<file path="src/rtl/tdm_demux8_pkg.sv">
// Shared TDM link definitions: slot count, slot-select width, and frame-alignment FSM encodings.
// Imported by both the demux top and its slot counter.
package tdm_demux8_pkg;
    localparam int TDM_NSLOT = 8;
    localparam int TDM_SEL_W = 3;

    typedef enum logic {
        TDM_HUNT = 1'b0,
        TDM_LOCK = 1'b1
    } tdm_state_t;
endpackage

</file>
<file path="src/rtl/tdm_slot_ctr.sv">
// Slot index counter: 3-bit wrap, sync load-to-1 has priority over enable; last flag at count 7.
// Latency: one cycle from enable/load to new count; no backpressure.
module tdm_slot_ctr
    import tdm_demux8_pkg::*;
(
    input  logic                 clk,
    input  logic                 rst_n,
    input  logic                 en,
    input  logic                 load1,
    output logic [TDM_SEL_W-1:0] cnt,
    output logic                 last
);
    always_ff @(posedge clk or negedge rst_n) begin
        if (!rst_n) begin
            cnt <= '0;
        end else if (load1) begin
            cnt <= TDM_SEL_W'(1);
        end else if (en) begin
            cnt <= cnt + 1'b1;
        end
    end

    assign last = (cnt == TDM_SEL_W'(TDM_NSLOT - 1));
endmodule

</file>
<file path="src/rtl/tdm_demux8.sv">
// 8-slot TDM demux: serial slot samples into a parallel frame, aligned to a slot-0 sync marker.
// Latency: frame published one cycle after its slot-7 beat; no backpressure, 1 sample/cycle.
// Optional TDM_DEMUX_FRAMECNT_EN adds a 16-bit wrapping completed-frame counter port.
module tdm_demux8
    import tdm_demux8_pkg::*;
#(
    parameter int WIDTH = 1
) (
    input  logic                     clk,
    input  logic                     rst_n,
    input  logic                     in_valid,
    input  logic [WIDTH-1:0]         in_data,
    input  logic                     in_sync,
    output logic [TDM_NSLOT*WIDTH-1:0] out_data,
    output logic                     out_valid,
    output logic [TDM_SEL_W-1:0]     out_sel,
    output logic                     sync_err
`ifdef TDM_DEMUX_FRAMECNT_EN
    ,
    output logic [15:0]              frame_cnt
`endif
);
    tdm_state_t       state;
    logic [WIDTH-1:0] shadow [TDM_NSLOT-1];
    logic             last;
    logic             locked;
    logic             realign;
    logic             complete;

    assign locked   = (state == TDM_LOCK);
    // A sync landing anywhere but slot 0 restarts the frame instead of completing it.
    assign realign  = in_valid & locked & in_sync & (out_sel != '0);
    assign complete = in_valid & locked & last & ~realign;

    tdm_slot_ctr u_slot_ctr (
        .clk   (clk),
        .rst_n (rst_n),
        .en    (in_valid & locked),
        .load1 (in_valid & in_sync),
        .cnt   (out_sel),
        .last  (last)
    );

    always_ff @(posedge clk or negedge rst_n) begin
        if (!rst_n) begin
            state     <= TDM_HUNT;
            out_data  <= '0;
            out_valid <= 1'b0;
            sync_err  <= 1'b0;
            for (int k = 0; k < TDM_NSLOT - 1; k++) begin
                shadow[k] <= '0;
            end
        end else begin
            out_valid <= complete;
            sync_err  <= realign;
            if (in_valid) begin
                if (in_sync) begin
                    state     <= TDM_LOCK;
                    shadow[0] <= in_data;
                end else if (locked && !last) begin
                    shadow[out_sel] <= in_data;
                end
            end
            if (complete) begin
                for (int k = 0; k < TDM_NSLOT - 1; k++) begin
                    out_data[k*WIDTH +: WIDTH] <= shadow[k];
                end
                out_data[(TDM_NSLOT-1)*WIDTH +: WIDTH] <= in_data;
            end
        end
    end

`ifdef TDM_DEMUX_FRAMECNT_EN
    always_ff @(posedge clk or negedge rst_n) begin
        if (!rst_n) begin
            frame_cnt <= '0;
        end else if (complete) begin
            frame_cnt <= frame_cnt + 16'd1;
        end
    end
`endif
endmodule
</file>
<file path="config.mk">
export PLATFORM = sky130hd
export DESIGN_NAME = tdm_demux8
export DESIGN_NICKNAME = d
export VERILOG_FILES = /design/src/rtl/tdm_demux8_pkg.sv /design/src/rtl/tdm_slot_ctr.sv /design/src/rtl/tdm_demux8.sv
export SDC_FILE = /design/constraint.sdc
export NUM_CORES = 1
export LEC_CHECK = 0
export CORE_MARGIN = 1
export CORE_UTILIZATION = 40
export DETAILED_ROUTE_END_ITERATION = 10
export PLACE_DENSITY = 0.67
export SETUP_SLACK_MARGIN = 0.5
export SYNTH_ARGS = -nofsm -noshare
export SYNTH_HDL_FRONTEND = slang
export SYNTH_HIERARCHICAL = 1
export SYNTH_SLANG_ARGS = --single-unit
</file>
<file path="constraint.sdc">
create_clock -name clk -period 3.18 [get_ports clk]
set_input_delay 0.318 -clock clk [delete_from_list [all_inputs] [get_ports clk]]
set_output_delay 0.318 -clock clk [all_outputs]
set_load 0.05 [all_outputs]
</file>
Word-level counts from Yosys, hierarchy flattened
Cells that the tools add are included.
{"block": "totals", "regBits": 21, "inputBits": 5, "output_inout_bits": 13}
{"block": "classes", "n_addsub": 1, "order_cmp": 2, "eq_ne": 1, "n_mux": 7, "n_bitwise": 9, "n_reduce_logical": 9}
{"operator": "$bwmux W7", "count": 1}
{"operator": "$mux W7", "count": 1}
{"operator": "$and A1 B1 Y1", "count": 6}
{"operator": "$mux W3", "count": 2}
{"operator": "$ge A4 B4 Y1 const B", "count": 1}
{"operator": "$lt A4 B1 Y1 const B", "count": 1}
{"operator": "$not A3 Y4", "count": 1}
{"operator": "$reduce_and A2 Y1", "count": 2}
{"operator": "$reduce_bool A2 Y1", "count": 2}
{"operator": "$add A3 B1 Y3 const B", "count": 1}
{"operator": "$demux W1 S3", "count": 1}
{"operator": "$eq A3 B3 Y1 const B", "count": 1}
{"operator": "$reduce_and A3 Y1", "count": 1}
{"operator": "$reduce_bool A3 Y1", "count": 1}
{"operator": "$logic_and A1 B1 Y1", "count": 2}
{"operator": "$mux W1", "count": 2}
{"operator": "$not A1 Y1", "count": 2}
{"operator": "$logic_not A1 Y1", "count": 1}

Longest topological paths before layout
Gate-level depths: netlist of the first run.
{"block": "logic_depth", "ltp_word": 8, "depth_mapped": 6}

Hierarchy
The synthesis of the first run kept the hierarchy.
{"mod": "tdm_demux8", "n_inst": 1, "cells_each": 53, "area_per_inst_um2": 798.3}
{"mod": "tdm_slot_ctr", "n_inst": 1, "cells_each": 11, "area_per_inst_um2": 142.6}

Least setup slack after synthesis of the first run
Ideal clock, no wire load.
{"block": "synth_path", "kind": "flip-flop to flip-flop", "start": "register u_slot_ctr.cnt[0]", "end": "register shadow[4] in the netlist's numbering", "setup_time_ns": 0.125, "arrival_time_ns": 1.995, "required_time_ns": 3.055, "path_slack_ns": 1.060, "path_stages_with_launch": 6, "synth_period_minus_slack_ns": 2.120, "cell_sequence": "dfrtp_1 > ha_1 > ha_1 > and4bb_2 > and4bb_2 > mux2_2"}
{"block": "synth_between", "word_cells_on_any_way": 11, "cone_classes": "order compare (2); eq/ne (1); mux (3); bitwise (1); reduce/logical (4)"}
{"item": "start, declared", "line": "tdm_slot_ctr.sv:10", "rtl": "output logic [TDM_SEL_W-1:0] cnt,"}
{"item": "start signal, assigned", "line": "tdm_slot_ctr.sv:19", "rtl": "cnt <= cnt + 1'b1;"}
{"item": "$eq A3 B3 Y1", "line": "tdm_slot_ctr.sv:23", "rtl": "assign last = (cnt == TDM_SEL_W'(TDM_NSLOT - 1));"}
{"item": "net last", "line": "tdm_demux8.sv:25", "rtl": "logic last;"}
{"item": "$logic_not A1 Y1", "line": "tdm_demux8.sv:60", "rtl": "end else if (locked && !last) begin"}
{"item": "$logic_and A1 B1 Y1", "line": "tdm_demux8.sv:60"}
{"item": "$reduce_and A3 Y1 (no source line)"}
{"item": "end signal, assigned by index", "line": "tdm_demux8.sv:61", "rtl": "shadow[out_sel] <= in_data;"}
{"item": "end, declared", "line": "tdm_demux8.sv:24", "rtl": "logic [WIDTH-1:0] shadow [TDM_NSLOT-1];"}
The timed path passes the listed nets, and every way through them passes these cells.
A chain may end at the register's enable or synchronous reset.

Final worst setup path of the first run
{"block": "layout_path", "start": "register u_slot_ctr.cnt[0]", "end": "output port out_sel[0]"}
{"item": "end, declared", "line": "tdm_demux8.sv:16", "rtl": "output logic [TDM_SEL_W-1:0] out_sel,"}
No word-level cell between the ends.

==> results.json, run 1 <==
{
  "switching_share": 0.408,
  "fp.dieW_um": 50.5,
  "critPathMaxStageDelay_ns": 0.87,
  "period_share": 0.633,
  "critPathLaunchType": "flop",
  "yosys.area.top_type": "dfrtp_1",
  "viasPerCell": 4.82,
  "ys_seq_area_frac": 0.559,
  "drc": 0,
  "grt_overflow": 0,
  "crit_path_max_fanout": 10,
  "die_height_um": 50.5,
  "synthTopCellsByArea": "dfrtp_1, mux2_4, mux2_2, and4bb_2, nand4b_1",
  "cts.sinks": 21,
  "fillers": 203,
  "io_buffers": 17,
  "fmax_mhz": 497,
  "post-route-min-period_ns": 2.01,
  "cp-end-kind": "output pin",
  "row_count": 17,
  "drt_wl_total_um": 1470,
  "synth_seq_cells": 21,
  "clk_pin_slew_ns": 0.11,
  "syn_avg_cell_area_um2": 14.7,
  "max_slew_margin": 0.386,
  "netlist_area_um2": 941,
  "setup_viol": 0,
  "power_density_mw_per_mm2": 922,
  "nets": 92,
  "fin_setup_tns_ns": 0,
  "grt_pass1_wl_um": 2470,
  "synth.distinct_cells": 18,
  "drv_slew": 0,
  "seqPwrFrac": 0.411,
  "holdBufCountCts": 0,
  "first_pass_iters": 4,
  "clock_tree.root_cell": "clkbuf_4",
  "power_leakage_nw": 0.554,
  "status": "completed",
  "grt_usage": 0.138,
  "power_frac_clock": 0.116,
  "crit_path_top_delay_cell": "clkdlybuf4s50_1",
  "internal_power_w": 0.000634,
  "worst_slew_pin_slew_ns": 0.918,
  "worstSetupPathType": "reg -> out",
  "dp_hpwl_um": 1040,
  "drt_iter0_drc": 7,
  "synth_nets": 71,
  "hold_viol_final": 0,
  "p_sw_w": 0.000437,
  "antenna_found_initial": 0,
  "clk_path_buf_depth": 2,
  "n_antenna_cell": 0,
  "grt_pass1_vias": 527,
  "critPathRequiredTime_ns": 2.86,
  "pin_count": 18,
  "fin_skew_ns": 0.00107,
  "comb_power_share": 0.472,
  "holdCritPathClass": "reg -> reg",
  "insertion_delay_ns": 0.29,
  "cts_setup_buffers": 0,
  "rsz0062_at_grt": "false",
  "worstPathCellList": "clkdlybuf4s50_1",
  "fin_util": 0.525,
  "crit_arrival_ns": 1.70,
  "drv_cap": 0,
  "routedWlPerCell_um": 13.2,
  "cp_top_family": "buffers and inverters",
  "synth_top_area_frac": 0.559,
  "cts_inserted_buffers": 3,
  "drive_gt1_frac": 0.286,
  "coreArea_mm2": 0.00221,
  "vias": 540,
  "area_growth_pct": 23.5,
  "netlist_instances": 64,
  "ctsHtreeMaxLevel": 1,
  "post_cts_resized": 0,
  "initial_core_util": 0.425,
  "ir_drop_mv": 0.434,
  "cts_tree": "built",
  "yosysWarnings": 6,
  "crit_buf_inv": 1,
  "die_area_mm2": 0.00255,
  "grt_max_degree": 22,
  "gp_congestion": 0.730,
  "ant_nets": 0
}
-- stage by stage --
| stage | cells | power, W | cell area (um2) | hold slack, ns | setup WS [ns] |
|---|---|---|---|---|---|
| finish | 112 | 0.00107 | 1160 | 0.513 | 1.17 |
| global route | 112 | 0.00113 | 1160 | 0.537 | 1.08 |
| CTS | 112 | 0.00109 | 1160 | 0.520 | 1.14 |
| detailed placement | 108 | 0.000956 | 1130 | 0.488 | 1.11 |
| global placement | 108 | 0.000950 | 1130 | 0.485 | 1.17 |
| floorplan | 64 | 0.000798 | 941 | 0.0224 | 1.06 |
-- cells in the mapped netlist --
cell and instances:
a31o_1 1, and3_2 1, and4bb_2 3, buf_6 1
dfrtp_1 21, ha_1 2, inv_1 3, mux2_2 7
mux2_4 8, mux2i_1 2, nand2_1 2, nand2b_1 2
nand3_1 2, nand4b_1 3, nor2_1 3, o31ai_1 1
or3_4 1, xnor2_1 1
-- metal layers --
layer,vias to the layer above,track usage,share of wire,routed length (um)
met5,-,0,0,0
met3,2,0.0273,0.032,47
met2,10,0.193,0.47,694
met1,258,0.190,0.49,715
met4,0,0.0972,0.011,16
li1,270,-,-,-
-- final timing paths --
path / startpoint / endpoint / slack [ns] / cells past startpoint
worst max-delay path: u_slot_ctr/cnt[0] / out_sel[0] / 1.17 / 1
worst min-delay path: shadow[3] / out_data[3] / 0.51 / 1
worst max register to register: u_slot_ctr/cnt[0] / shadow[2] / 1.17 / 5
worst min register to register: shadow[3] / out_data[3] / 0.51 / 1
max in group asynchronous: rst_n / out_data[0] / 2.10 / 1
min in group asynchronous: rst_n / u_slot_ctr/cnt[2] / 0.52 / 1
-- logic make-up after synthesis --
| kind of cell | Yosys count | synth area share |
|---|---|---|
| AOI/OAI and AO/OA | 2 | 0.0173 |
| xor gates and xnor gates | 1 | 0.00931 |
| muxes | 17 | 0.233 |
| DFF | 21 | 0.559 |
| and+or+nand+nor | 17 | 0.132 |
| buffers and inverters | 4 | 0.0239 |
| adders and majority gates | 2 | 0.0266 |
-- registers in the layout (all words and copies together) (netlist names) --
name and count:
out_data 8, shadow 7, u_slot_ctr/cnt 3, locked 1, out_valid 1, sync_err 1
-- placed cells by master, fill, tap and decap left out --
cell type / netlist / layout
and4bb_2: 3 / 3
nand3_1: 2 / 2
nand4b_1: 3 / 3
nor2_1: 3 / 3
xnor2_1: 1 / 1
and3_2: 1 / 1
inv_1: 3 / 3
nand2_1: 2 / 2
clkbuf_4: 0 / 3
or3_4: 1 / 1
mux2_4: 8 / 8
dfrtp_1: 21 / 21
mux2_2: 7 / 7
clkinv_2: 0 / 1
nand2b_1: 2 / 2
o31ai_1: 1 / 1
ha_1: 2 / 2
clkdlybuf4s50_1: 0 / 17
a31o_1: 1 / 1
mux2i_1: 2 / 2
-- final cells by class --
class                   instances  area, um2  share of cell area
inverters                       3       11.3             0.00969
multi-input cells              39        393               0.338
well taps                      28       35.0              0.0301
repair buffers                 17        170               0.146
clock inverters                 1       5.00             0.00431
flip-flops and latches         21        526               0.452
clock buffers                   3       22.5              0.0194
-- power by group through the flow --
stage	clock [W]	combinational (W)	sequential (W)
6_report	0.000125	0.000506	0.000441
4_1_cts	0.000134	0.000511	0.000443
3_3_place_gp	0	0.000504	0.000446
5_1_grt	0.000146	0.000531	0.000457
3_5_place_dp	0	0.000509	0.000447
2_1_floorplan	0	0.000172	0.000626
Power figures use the tool's default switching activity.
==> run 2: changes to the inputs <==
Clock period 3.18 ns to 1.9 ns, I/O delays scaled along.
==> run 2 against run 1 <==
Effect of this change: non-clock buffer count up 8; global-route usage grew 1.1 points; combinational power up 80%; register-to-register slack got worse by 1.1 ns; first-iteration DRC count up 14%; die area is the same; setup slack lost 1.1 ns; count of clock-buffer cells in the layout is the same; critical path depth grew 4; wire length up 14%; highest routed layer unchanged; core utilization is 4.0 points higher; critical endpoint is now shadow[4].
==> results.json, run 2 (synthesis gave the netlist of run 1 again) <==
{
  "routedWlPerCell_um": 14.0,
  "fp.dieW_um": 50.5,
  "drt_iter0_drc": 8,
  "viasPerCell": 5.06,
  "rsz0062_at_grt": "true",
  "antenna_found_initial": 0,
  "drv_slew": 0,
  "grt_pass1_vias": 583,
  "stdcell_area_mm2": 0.00125,
  "cts_inserted_buffers": 3,
  "largestRegisters": "out_data (8), shadow (7), u_slot_ctr/cnt (3)",
  "multi_input_comb_area_um2": 443,
  "fin_setup_tns_ns": 0,
  "fin_util": 0.566,
  "worst_slew_pin_slew_ns": 0.483,
  "r2r-start": "u_slot_ctr/cnt[0]",
  "layout_commonest_cell": "dfrtp_1",
  "worstSetupPathType": "reg -> reg",
  "grt_pass1_wl_um": 2770,
  "power_density_mw_per_mm2": 1490,
  "drc": 0,
  "holdCritPathClass": "in -> async",
  "post-route-min-period_ns": 1.82,
  "vias": 607,
  "first_pass_iters": 3,
  "cp_top_family": "simple AND/OR/NAND/NOR gates",
  "grt_overflow": 0,
  "fillers": 210,
  "crit_arrival_ns": 2.02,
  "max_slew_margin": 0.679,
  "fin_skew_ns": 0.000861,
  "row_count": 17,
  "critPathRequiredTime_ns": 2.10,
  "regMostFlops": "out_data",
  "crit_path_max_fanout": 5,
  "worstPathCellList": "ha_4, ha_4, and4bb_2, and4bb_2, mux2_4",
  "insertion_delay_ns": 0.30,
  "dp_cells": 112,
  "die_height_um": 50.5,
  "cp-startpoint": "u_slot_ctr/cnt[0]",
  "ff2ff_setup_slack_ns": 0.08,
  "power_leakage_nw": 0.625,
  "crit_path_top_delay_cell": "dfrtp_4",
  "drv_cap": 0,
  "dp_hpwl_um": 1160,
  "placed_area_mm2": 0.00121,
  "largest_reg_flops": 8,
  "grt_usage": 0.150,
  "critPathMaxStageDelay_ns": 0.51,
  "n_antenna_cell": 0,
  "layout_common_cells": "dfrtp_1, mux2_4, buf_4",
  "clk_path_buf_depth": 2,
  "coreArea_mm2": 0.00221,
  "io_buffers": 17,
  "ctsHtreeMaxLevel": 1,
  "cts.sinks": 21,
  "die_area_mm2": 0.00255,
  "gp_congestion": 0.834,
  "critPathLaunchType": "flop",
  "hold_viol_final": 0,
  "cp-end-kind": "flop",
  "seq_area_um2": 532,
  "clock_tree.root_cell": "clkbuf_4",
  "initial_core_util": 0.425,
  "setup_viol": 0,
  "setup_slack_ns": 0.0838,
  "area_growth_pct": 33.0,
  "fmax_mhz": 551,
  "drt_wl_total_um": 1680,
  "pin_count": 18,
  "period_share": 0.956,
  "crit_buf_inv": 0,
  "nets": 100,
  "status": "completed",
  "grt_max_degree": 22,
  "drive_gt1_frac": 0.500,
  "clk_pin_slew_ns": 0.12,
  "final_cell_count_no_fill": 120,
  "holdBufCountCts": 0,
  "ir_drop_mv": 1.11,
  "cts_tree": "built",
  "post-place-ws_ns": 0.0502,
  "ant_nets": 0
}
run 2: where the power goes:
part / internal (W) / switching [W] / leakage (nW)
registers: 0.000614 / 0.000124 / 0.264
logic: 0.000386 / 0.000525 / 0.344
clock network: 0.0000786 / 0.000137 / 0.0177
total: 0.00108 / 0.000787 / 0.625
run 2: area by class of cell:
class,count,area share
Clock buffer,3,0.0180
Clock inverter,1,0.00400
Inverter,3,0.00900
Multi-Input combinational cell,39,0.354
Sequential cell,21,0.425
Tap cell,28,0.0280
Timing Repair Buffer,25,0.162
run 2: path summary, 6_finish.rpt:
| kind | endpoint | depth (start not counted) |
|---|---|---|
| setup / recovery | shadow[4] | 5 |
| hold / removal | out_data[6] | 2 |
| setup reg to reg | shadow[4] | 5 |
| hold reg to reg | out_data[5] | 1 |
| max in group asynchronous | u_slot_ctr/cnt[0] | 2 |
| min in group clk | out_data[5] | 1 |
run 2: per-stage QoR:
| stage | hold WS (ns) | total power [W] |
|---|---|---|
| final | 0.206 | 0.00187 |
| after detailed placement | 0.493 | 0.00170 |
| after CTS | 0.216 | 0.00189 |
| after global routing | 0.227 | 0.00196 |
| after floorplan | -0.106 | 0.00139 |
| after global placement | 0.486 | 0.00167 |
run 2: repair_timing:
item,in CTS,in global routing
pin swaps,5,1
resized for setup,22,13
buffers inserted,4,0
endpoints found under the setup margin,28,25
run 2: layer usage:
layer  up-vias  share of wire  track usage
met4         0         0.0071       0.0417
met2        17           0.48        0.242
met5         -              0            0
met3         2          0.049       0.0455
li1        286              -            -
met1       302           0.47        0.193
==> run 3: changes to the inputs <==
Settings changed: CELL_PAD_IN_SITES_DETAIL_PLACEMENT from default to 2, CELL_PAD_IN_SITES_GLOBAL_PLACEMENT from default to 2, CORE_UTILIZATION 40 to 31, PLACE_DENSITY 0.67 to 0.76.
Clock period 1.9 ns to 1.6 ns, I/O delays scaled along.
==> run 3 against run 2 <==
Effect of this change: count of clock-buffer cells in the layout stayed put; non-clock buffer count is 9 higher; die area is 28% higher; maximum frequency is 1.1% higher; global-route usage is 0.066 points higher; the flow now finishes with violations (negative setup slack); clock power is 18% higher; sequential cell count stayed put; core utilization is 7.4 points lower.
==> results.json, run 3 (synthesis gave the netlist of run 1 again) <==
{
  "grt_pass1_vias": 724,
  "power_leakage_nw": 0.689,
  "drc": 0,
  "worstSetupPathType": "reg -> reg",
  "drt_iter0_drc": 5,
  "rsz0062_at_grt": "true",
  "drv_slew": 0,
  "drt_wl_total_um": 2210,
  "antenna_found_initial": 0,
  "cp-end-kind": "flop",
  "drv_cap": 0,
  "routedWlPerCell_um": 16.7,
  "period_share": 1.12,
  "grt_usage": 0.150,
  "hold_viol_final": 0,
  "layout_commonest_cell": "buf_4",
  "grt_max_degree": 22,
  "worst_slew_pin_slew_ns": 0.322,
  "post-route-min-period_ns": 1.80,
  "first_pass_iters": 2,
  "largest_reg_flops": 8,
  "nets": 109,
  "setup_viol": 15,
  "largestRegisters": "out_data (8), shadow (7), u_slot_ctr/cnt (3)",
  "holdBufCountCts": 0,
  "ant_nets": 0,
  "cts_tree": "built",
  "die_height_um": 57.1,
  "io_buffers": 17,
  "drive_gt1_frac": 0.624,
  "area_growth_pct": 46.7,
  "crit_path_max_fanout": 3,
  "critPathLaunchType": "flop",
  "fin_skew_ns": 0.00332,
  "vias": 650,
  "insertion_delay_ns": 0.30,
  "viasPerCell": 4.92,
  "coreArea_mm2": 0.00281,
  "layout_common_cells": "buf_4, dfrtp_1, mux2_4",
  "cts.sinks": 21,
  "fmax_mhz": 557,
  "critPathRequiredTime_ns": 1.80,
  "fin_util": 0.492,
  "dp_cells": 122,
  "crit_arrival_ns": 2.00,
  "clock_tree.root_cell": "clkbuf_4",
  "power_density_mw_per_mm2": 1840,
  "initial_core_util": 0.335,
  "final_cell_count_no_fill": 132,
  "gp_congestion": 0.704,
  "cts_inserted_buffers": 3,
  "row_count": 19,
  "pin_count": 18,
  "grt_pass1_wl_um": 3620,
  "max_slew_margin": 0.785,
  "clk_pin_slew_ns": 0.12,
  "regMostFlops": "out_data",
  "dp_hpwl_um": 1530,
  "grt_overflow": 0,
  "die_area_mm2": 0.00326,
  "ctsHtreeMaxLevel": 1,
  "holdCritPathClass": "in -> async",
  "setup_slack_ns": -0.196,
  "n_antenna_cell": 0,
  "failed_checks": "negative setup slack",
  "ir_drop_mv": 0.835,
  "status": "complete, but fails checks",
  "fp.dieW_um": 57.1,
  "whs_ns": 0.190,
  "clk_path_buf_depth": 2
}
-- run 3: repair_timing --
item,4_1_cts,5_1_grt
resized for setup,15,2
setup endpoints to repair,21,24
buffers inserted,4,2
hold endpoints to repair,0,0
pin swaps,2,3
-- run 3: where the power goes --
part,internal [W],switching (W),leakage [nW]
clock,0.0000931,0.000160,0.0177
combinational,0.000700,0.000709,0.408
sequential,0.000730,0.000141,0.264
-- run 3: layout make-up --
| type | count | area [um2] |
|---|---|---|
| clock buffer | 3 | 22.5 |
| clock inverter | 1 | 5.00 |
| fill | 278 | 1430 |
| inverter | 3 | 11.3 |
| multi-input combinational | 39 | 450 |
| sequential | 21 | 533 |
| tap | 31 | 38.8 |
| timing repair buffer | 34 | 319 |
-- run 3: layer usage --
metal	GRT usage	up-vias	routed length [um]
met5	0	-	0
met4	0.0523	0	23
met3	0.0249	2	101
met2	0.282	13	1150
met1	0.171	335	931
li1	-	300	-
-- run 3: worst paths after layout --
path	startpoint	end	slack [ns]	cells after the start
max reg2reg	u_slot_ctr/cnt[0]	shadow[4]	-0.20	5
max in group asynchronous	rst_n	u_slot_ctr/cnt[0]	1.17	2
min	rst_n	out_data[3]	0.19	2
max	u_slot_ctr/cnt[0]	shadow[4]	-0.20	5
min in group clk	shadow[0]	out_data[6]	0.52	1
min reg2reg	shadow[0]	out_data[6]	0.52	1
-- run 3: per-stage QoR --
step                power, W  setup slack [ns]  setup TNS [ns]  instance area [um2]
floorplan            0.00165            -0.292           -2.32                  980
global placement     0.00202            -0.122           -1.33                 1240
detailed placement   0.00209            -0.159           -1.88                 1240
CTS                  0.00252            -0.186           -2.26                 1360
global route         0.00268            -0.239           -2.91                 1380
finish               0.00253            -0.196           -2.30                 1380
-- run 3: critical path: stages (launching register included) --
cell,delay [ns]
dfrtp_4,0.52
ha_4,0.17
ha_4,0.15
and4bb_2,0.31
and4bb_2,0.25
mux2_4,0.29
==> variant 1, RTL diff (settings of run 3) <==
Change the package constant `TDM_NSLOT` from 8 to 16.
--- a/src/rtl/tdm_demux8_pkg.sv
+++ b/src/rtl/tdm_demux8_pkg.sv
@@ -3,3 +3,3 @@
 package tdm_demux8_pkg;
-    localparam int TDM_NSLOT = 8;
+    localparam int TDM_NSLOT = 16;
     localparam int TDM_SEL_W = 3;
Ports: changed (resized out_data); port bits go from 18 to 26. The function was not compared with the original's and may differ.
==> variant 1 against run 3 <==
The run still ends with setup timing left. Routed wire length grew 29%. Via count grew 17%. Worst setup slack lost 0.044 ns. Synthesized area grew 16%. Hold slack lost 0.014 ns. Total power grew 15%. Sequential cell count grew 2. Final area grew 18%. Global-route usage shrank 0.13 points. Critical endpoint is now shadow[8]. Highest routed layer unchanged.
==> variant 1: results (changes against run 3) <==
run status=finished, violations left; failing checks=setup timing; max incr delay on CP=0.53 ns; Detailed Route WL=2843 um (+29%); predominant post-synthesis flop cell=dfrtp_1; post-synthesis sequential area ratio=52.57% (-3.3 points); Root Driver=clkbuf_4; Commonest cells post-synth=dfrtp_1 (23), mux2_4 (9), mux2_2 (8); Reg clk slew, reported paths=0.13 ns; initial antenna violation count=0 (unchanged); worst path arrival time=2.07 ns (+0.07 ns); pre-CTS WS=-0.2168 ns (-0.05799 ns); max reg flops=9 (+1); number of global-route vias before repair=768 (+6.1%); distinct cell type count of the synthesized netlist=24 (+6); CTS buffer count=3 (unchanged); Clk Latency, worst-skew pair=0.33 ns (+0.03 ns); first-pass GRT wire length=3946 um (+8.9%); Leak=0.7812 nW (+13%); largest net degree at the start of global routing=24 (+9.1%); Synth Warn #=6 (unchanged); Hold Crit Class=in2async; slowest CP cell=dfrtp_4; hold_buf cts=0 (unchanged); Fill cells=353 (+27%); CTS Buffer Depth=2 (unchanged); GRT Resource Usage Total=14.90% (-0.13 points); Cell Area, Placed=1418 sq um (+14%); Pre-antenna DRT Iters=2 (unchanged); via count=761 (+17%); hpwl dp=1843 um (+20%); nets=125 (+15%); I/O Buffers=18 (+1); leading registers by flop count=out_data x9, shadow x8, u_slot_ctr/cnt x3; Avg WL per Cell=17.44 um (+4.2%); clock skew=0.005280 ns (+0.001960 ns); # setup viols final=18 (+3); Async SR Flop Fraction=100.0% (unchanged); Net Switching=1.214 mW (+20%); Mean Syn Cell Area=13.68 sq um (-6.9%); dpl cells=152 (+25%); worst-path maximum fanout=4 (+1); H-tree depth=1 (unchanged); n_diodes=0 (unchanged); initial DRC count=9 (+4); setup ws final=-0.2401 ns (-0.04395 ns); Final Wtd Congestion=0.6924 (-1.7%); top cells by area, synth=dfrtp_1 (53%), mux2_4 (12%), mux2_2 (8.2%); layout cells sized above 1=59.83% (-2.5 points); Peak supply drop=0.7912 mV (-5.2%)
variant 1: critical path, delay by kind of cell, from the launching register on:
kind | cells | cell delay (ns)
DFF | 1 | 0.53
and+or+nand+nor | 2 | 0.49
muxes | 1 | 0.38
adders and majority gates | 2 | 0.34
variant 1: power by group through the flow:
stage	registers, mW	clock network, mW	logic [mW]
floorplan	1.39	0	0.487
global placement	0.945	0	1.31
detailed placement	0.971	0	1.37
CTS	0.961	0.291	1.47
global route	1.01	0.321	1.74
finish	0.982	0.282	1.64
variant 1: final timing paths:
check	startpoint	end	slack, ns	cells past startpoint
min	rst_n	out_data[0]	0.18	2
min in group clk	in_valid	locked	0.49	4
max reg2reg	u_slot_ctr/cnt[1]	shadow[8]	-0.24	5
max	u_slot_ctr/cnt[1]	shadow[8]	-0.24	5
min reg2reg	shadow[13]	out_data[1]	0.53	1
max in group asynchronous	rst_n	u_slot_ctr/cnt[1]	1.17	2
variant 1: stage by stage:
stage                     TNS, ns  total power [mW]
final                      -3.186             2.900
after global routing       -3.607             3.063
after CTS                  -2.685             2.720
after detailed placement   -2.631             2.341
after global placement     -1.856             2.256
after floorplan            -3.831             1.877
variant 1: cell type report:
cell class / count / area (sq um) / area share, %
sequential: 23 / 583.1 / 35.85
clock buffer: 3 / 22.52 / 1.385
multi-input combinational: 51 / 561.8 / 34.54
clock inverter: 1 / 5.005 / 0.3077
timing repair buffer: 36 / 385.4 / 23.69
tap: 46 / 57.56 / 3.538
inverter: 3 / 11.26 / 0.6923
variant 1: repair_timing:
item                       4_1_cts  5_1_grt
gates resized for setup         11       17
setup buffers                    2        4
pin swaps                        4        1
setup endpoints to repair       25       35
cloned                           0        1
variant 1: routing by layer:
metal / wire length [um] / vias up / global-route usage (%)
met5: 0 / - / 0
met1: 1107 / 398 / 17.30
li1: - / 341 / -
met4: 15 / 0 / 2.857
met2: 1630 / 20 / 27.48
met3: 89 / 2 / 4.202
variant 1: cell families (layout without fill, tap and decap cells):
kind of cell	Yosys count	count (layout)	synth area share (%)
other	1	7	0.3425
muxes	19	19	22.40
DFF	23	23	52.57
xor gates and xnor gates	1	1	0.8001
adders and majority gates	2	2	2.285
buffers and inverters	12	43	7.885
AOI/OAI and AO/OA	2	2	1.486
and+or+nand+nor	20	20	12.23
==> variant 2, RTL diff (flow settings as in run 3) <==
Made on the original files. Remove the register `out_valid`: a continuous assignment takes its place, so the output `out_valid` follows one clock earlier.
--- a/src/rtl/tdm_demux8.sv
+++ b/src/rtl/tdm_demux8.sv
@@ -47,3 +47,2 @@
             out_data  <= '0;
-            out_valid <= 1'b0;
             sync_err  <= 1'b0;
@@ -53,3 +52,2 @@
         end else begin
-            out_valid <= complete;
             sync_err  <= realign;
@@ -72,2 +70,4 @@
 
+    assign out_valid = complete;
+
 `ifdef TDM_DEMUX_FRAMECNT_EN
Check against the original RTL: not equivalent (Yosys sat finds a counterexample within 10 cycles, from zero or initial values and one cycle with rst_n low).
==> variant 2 against run 3 <==
The flow still finishes with violations (setup timing). Sequential power is 2% lower. Synthesized cell count is 1.6% lower. Worst setup slack worse by 0.15 ns. Clock power up 20%. Maximum frequency fell by 7.9%. Total power up 1.8%. Final area is 4.4% higher. Synthesized area decreased by 2.7%. Global-route usage is 2.0 points higher. Sequential cell count fell by 1. Routed wire length grew 11%. Hold slack worse by 0.019 ns. Sequential share of layout area is 3.3 points lower.
==> variant 2: results (changes against run 3) <==
number of global-route vias before repair=740 (+2.2%); setup ws final=-0.3511 ns (-0.1549 ns); top cells by area, synth=dfrtp_1 (55%), mux2_4 (13%), mux2_2 (8.6%); layout cells sized above 1=67.31% (+4.9 points); Pre-antenna DRT Iters=2 (unchanged); Detailed Route WL=2450 um (+11%); nets=112 (+2.8%); via count=680 (+4.6%); run status=finished, violations left; Net Switching=1.036 mW (+2.6%); Synth Warn #=6 (unchanged); Final Wtd Congestion=0.7333 (+4.1%); distinct cell type count of the synthesized netlist=18 (unchanged); CTS Buffer Depth=2 (unchanged); pre-CTS WS=-0.2276 ns (-0.06878 ns); Critical R2R Launch=u_slot_ctr/cnt[1]; Fill cells=266 (-4.3%); GRT Resource Usage Total=17.00% (+2.0 points); hpwl dp=1544 um (+0.91%); clock skew=0.006499 ns (+0.003179 ns); first-pass GRT wire length=3912 um (+8.0%); # setup viols final=16 (+1); Hold Crit Class=in2async; failing checks=setup timing; Root Driver=clkbuf_4; I/O Buffers=17 (unchanged); Async SR Flop Fraction=100.0% (unchanged); n_diodes=0 (unchanged); area leader, netlist=dfrtp_1; worst-path maximum fanout=8 (+5); Leak=0.6949 nW (+0.81%); Gate Count Post-Synth=63 (-1.6%); CTS buffer count=3 (unchanged); Reg clk slew, reported paths=0.12 ns (about the same); r2r endpoint=out_data[0]; Hold Slack=0.1718 ns (-0.01869 ns); Peak supply drop=1.256 mV (+50%); post-synthesis sequential area ratio=54.64% (-1.2 points); slew margin rel.=77.88% (-0.60 points); H-tree depth=1 (unchanged); predominant post-synthesis flop cell=dfrtp_1; largest net degree at the start of global routing=21 (-4.5%); initial antenna violation count=0 (unchanged); setup TNS=-4.476 ns (-2.173 ns); syn_nets=70 (-1.4%); initial DRC count=5 (unchanged); leading registers by flop count=out_data x8, shadow x7, u_slot_ctr/cnt x3; Commonest cells post-synth=dfrtp_1 (20), mux2_4 (8), mux2_2 (7); depth of the most critical reg-to-reg path=6 (+1); Clk Latency, worst-skew pair=0.31 ns; worst path arrival time=2.16 ns (+0.16 ns)
[variant 2: cell count changes after synthesis, sizes merged]
cell / run 3 / this run
dfrtp: 21 / 20
[variant 2: logic make-up (layout without fill, tap and decap cells)]
| family | count (synthesis) | in the layout | synth area share (%) |
|---|---|---|---|
| DFF | 20 | 20 | 54.64 |
| muxes | 17 | 17 | 23.91 |
| and+or+nand+nor | 17 | 17 | 13.53 |
| buffers and inverters | 4 | 45 | 2.459 |
| adders and majority gates | 2 | 2 | 2.732 |
| AOI/OAI and AO/OA | 2 | 2 | 1.776 |
| xor gates and xnor gates | 1 | 1 | 0.9565 |
[variant 2: cell type report]
type	instances	area share, %
Timing Repair Buffer	38	26.15
Clock buffer	4	2.520
Multi-Input combinational cell	39	32.32
Tap cell	31	2.693
Inverter	3	1.043
Sequential cell	20	35.27
[variant 2: worst max path at each step]
stage                            startpoint     endpoint
after floorplan           u_slot_ctr/cnt[0]    shadow[4]
after global placement    u_slot_ctr/cnt[0]    shadow[4]
after detailed placement  u_slot_ctr/cnt[0]    shadow[4]
after CTS                 u_slot_ctr/cnt[0]    out_valid
after global routing      u_slot_ctr/cnt[0]    out_valid
final                     u_slot_ctr/cnt[1]  out_data[0]
[variant 2: critical path, stage by stage, from the launching register on]
cell	delay, ns
dfrtp_2	0.47
or3_4	0.43
a31o_4	0.25
buf_12	0.12
buf_4	0.13
buf_12	0.14
mux2_4	0.29
[variant 2: power by group through the flow]
stage | sequential, mW | clock (mW) | combinational, mW
detailed placement | 0.855 | 0 | 1.22
finish | 0.854 | 0.305 | 1.42
global placement | 0.841 | 0 | 1.17
floorplan | 1.24 | 0 | 0.384
CTS | 0.847 | 0.319 | 1.35
global route | 0.876 | 0.335 | 1.51
[variant 2: repair_timing]
action                     4_1_cts  5_1_grt
setup endpoints to repair       21       26
resized for setup               18        9
setup buffers                    2        7
pin swaps                        4        4
hold buffers                     0        0
[variant 2: through the flow]
step,cells,util [%],power [mW],area [sq um]
after floorplan,63,-,1.621,958.4
after global placement,122,44.08,2.010,1226
after detailed placement,122,44.08,2.077,1226
after CTS,128,48.54,2.513,1350
after global routing,135,51.78,2.717,1440
final,135,51.78,2.579,1440
[variant 2: layer usage]
layer	wire, um	vias to the layer above	global-route usage (%)
met2	1296	16	30.27
met5	0	-	0
met1	1025	347	19.06
li1	-	312	-
met3	69	5	2.995
met4	59	0	9.408
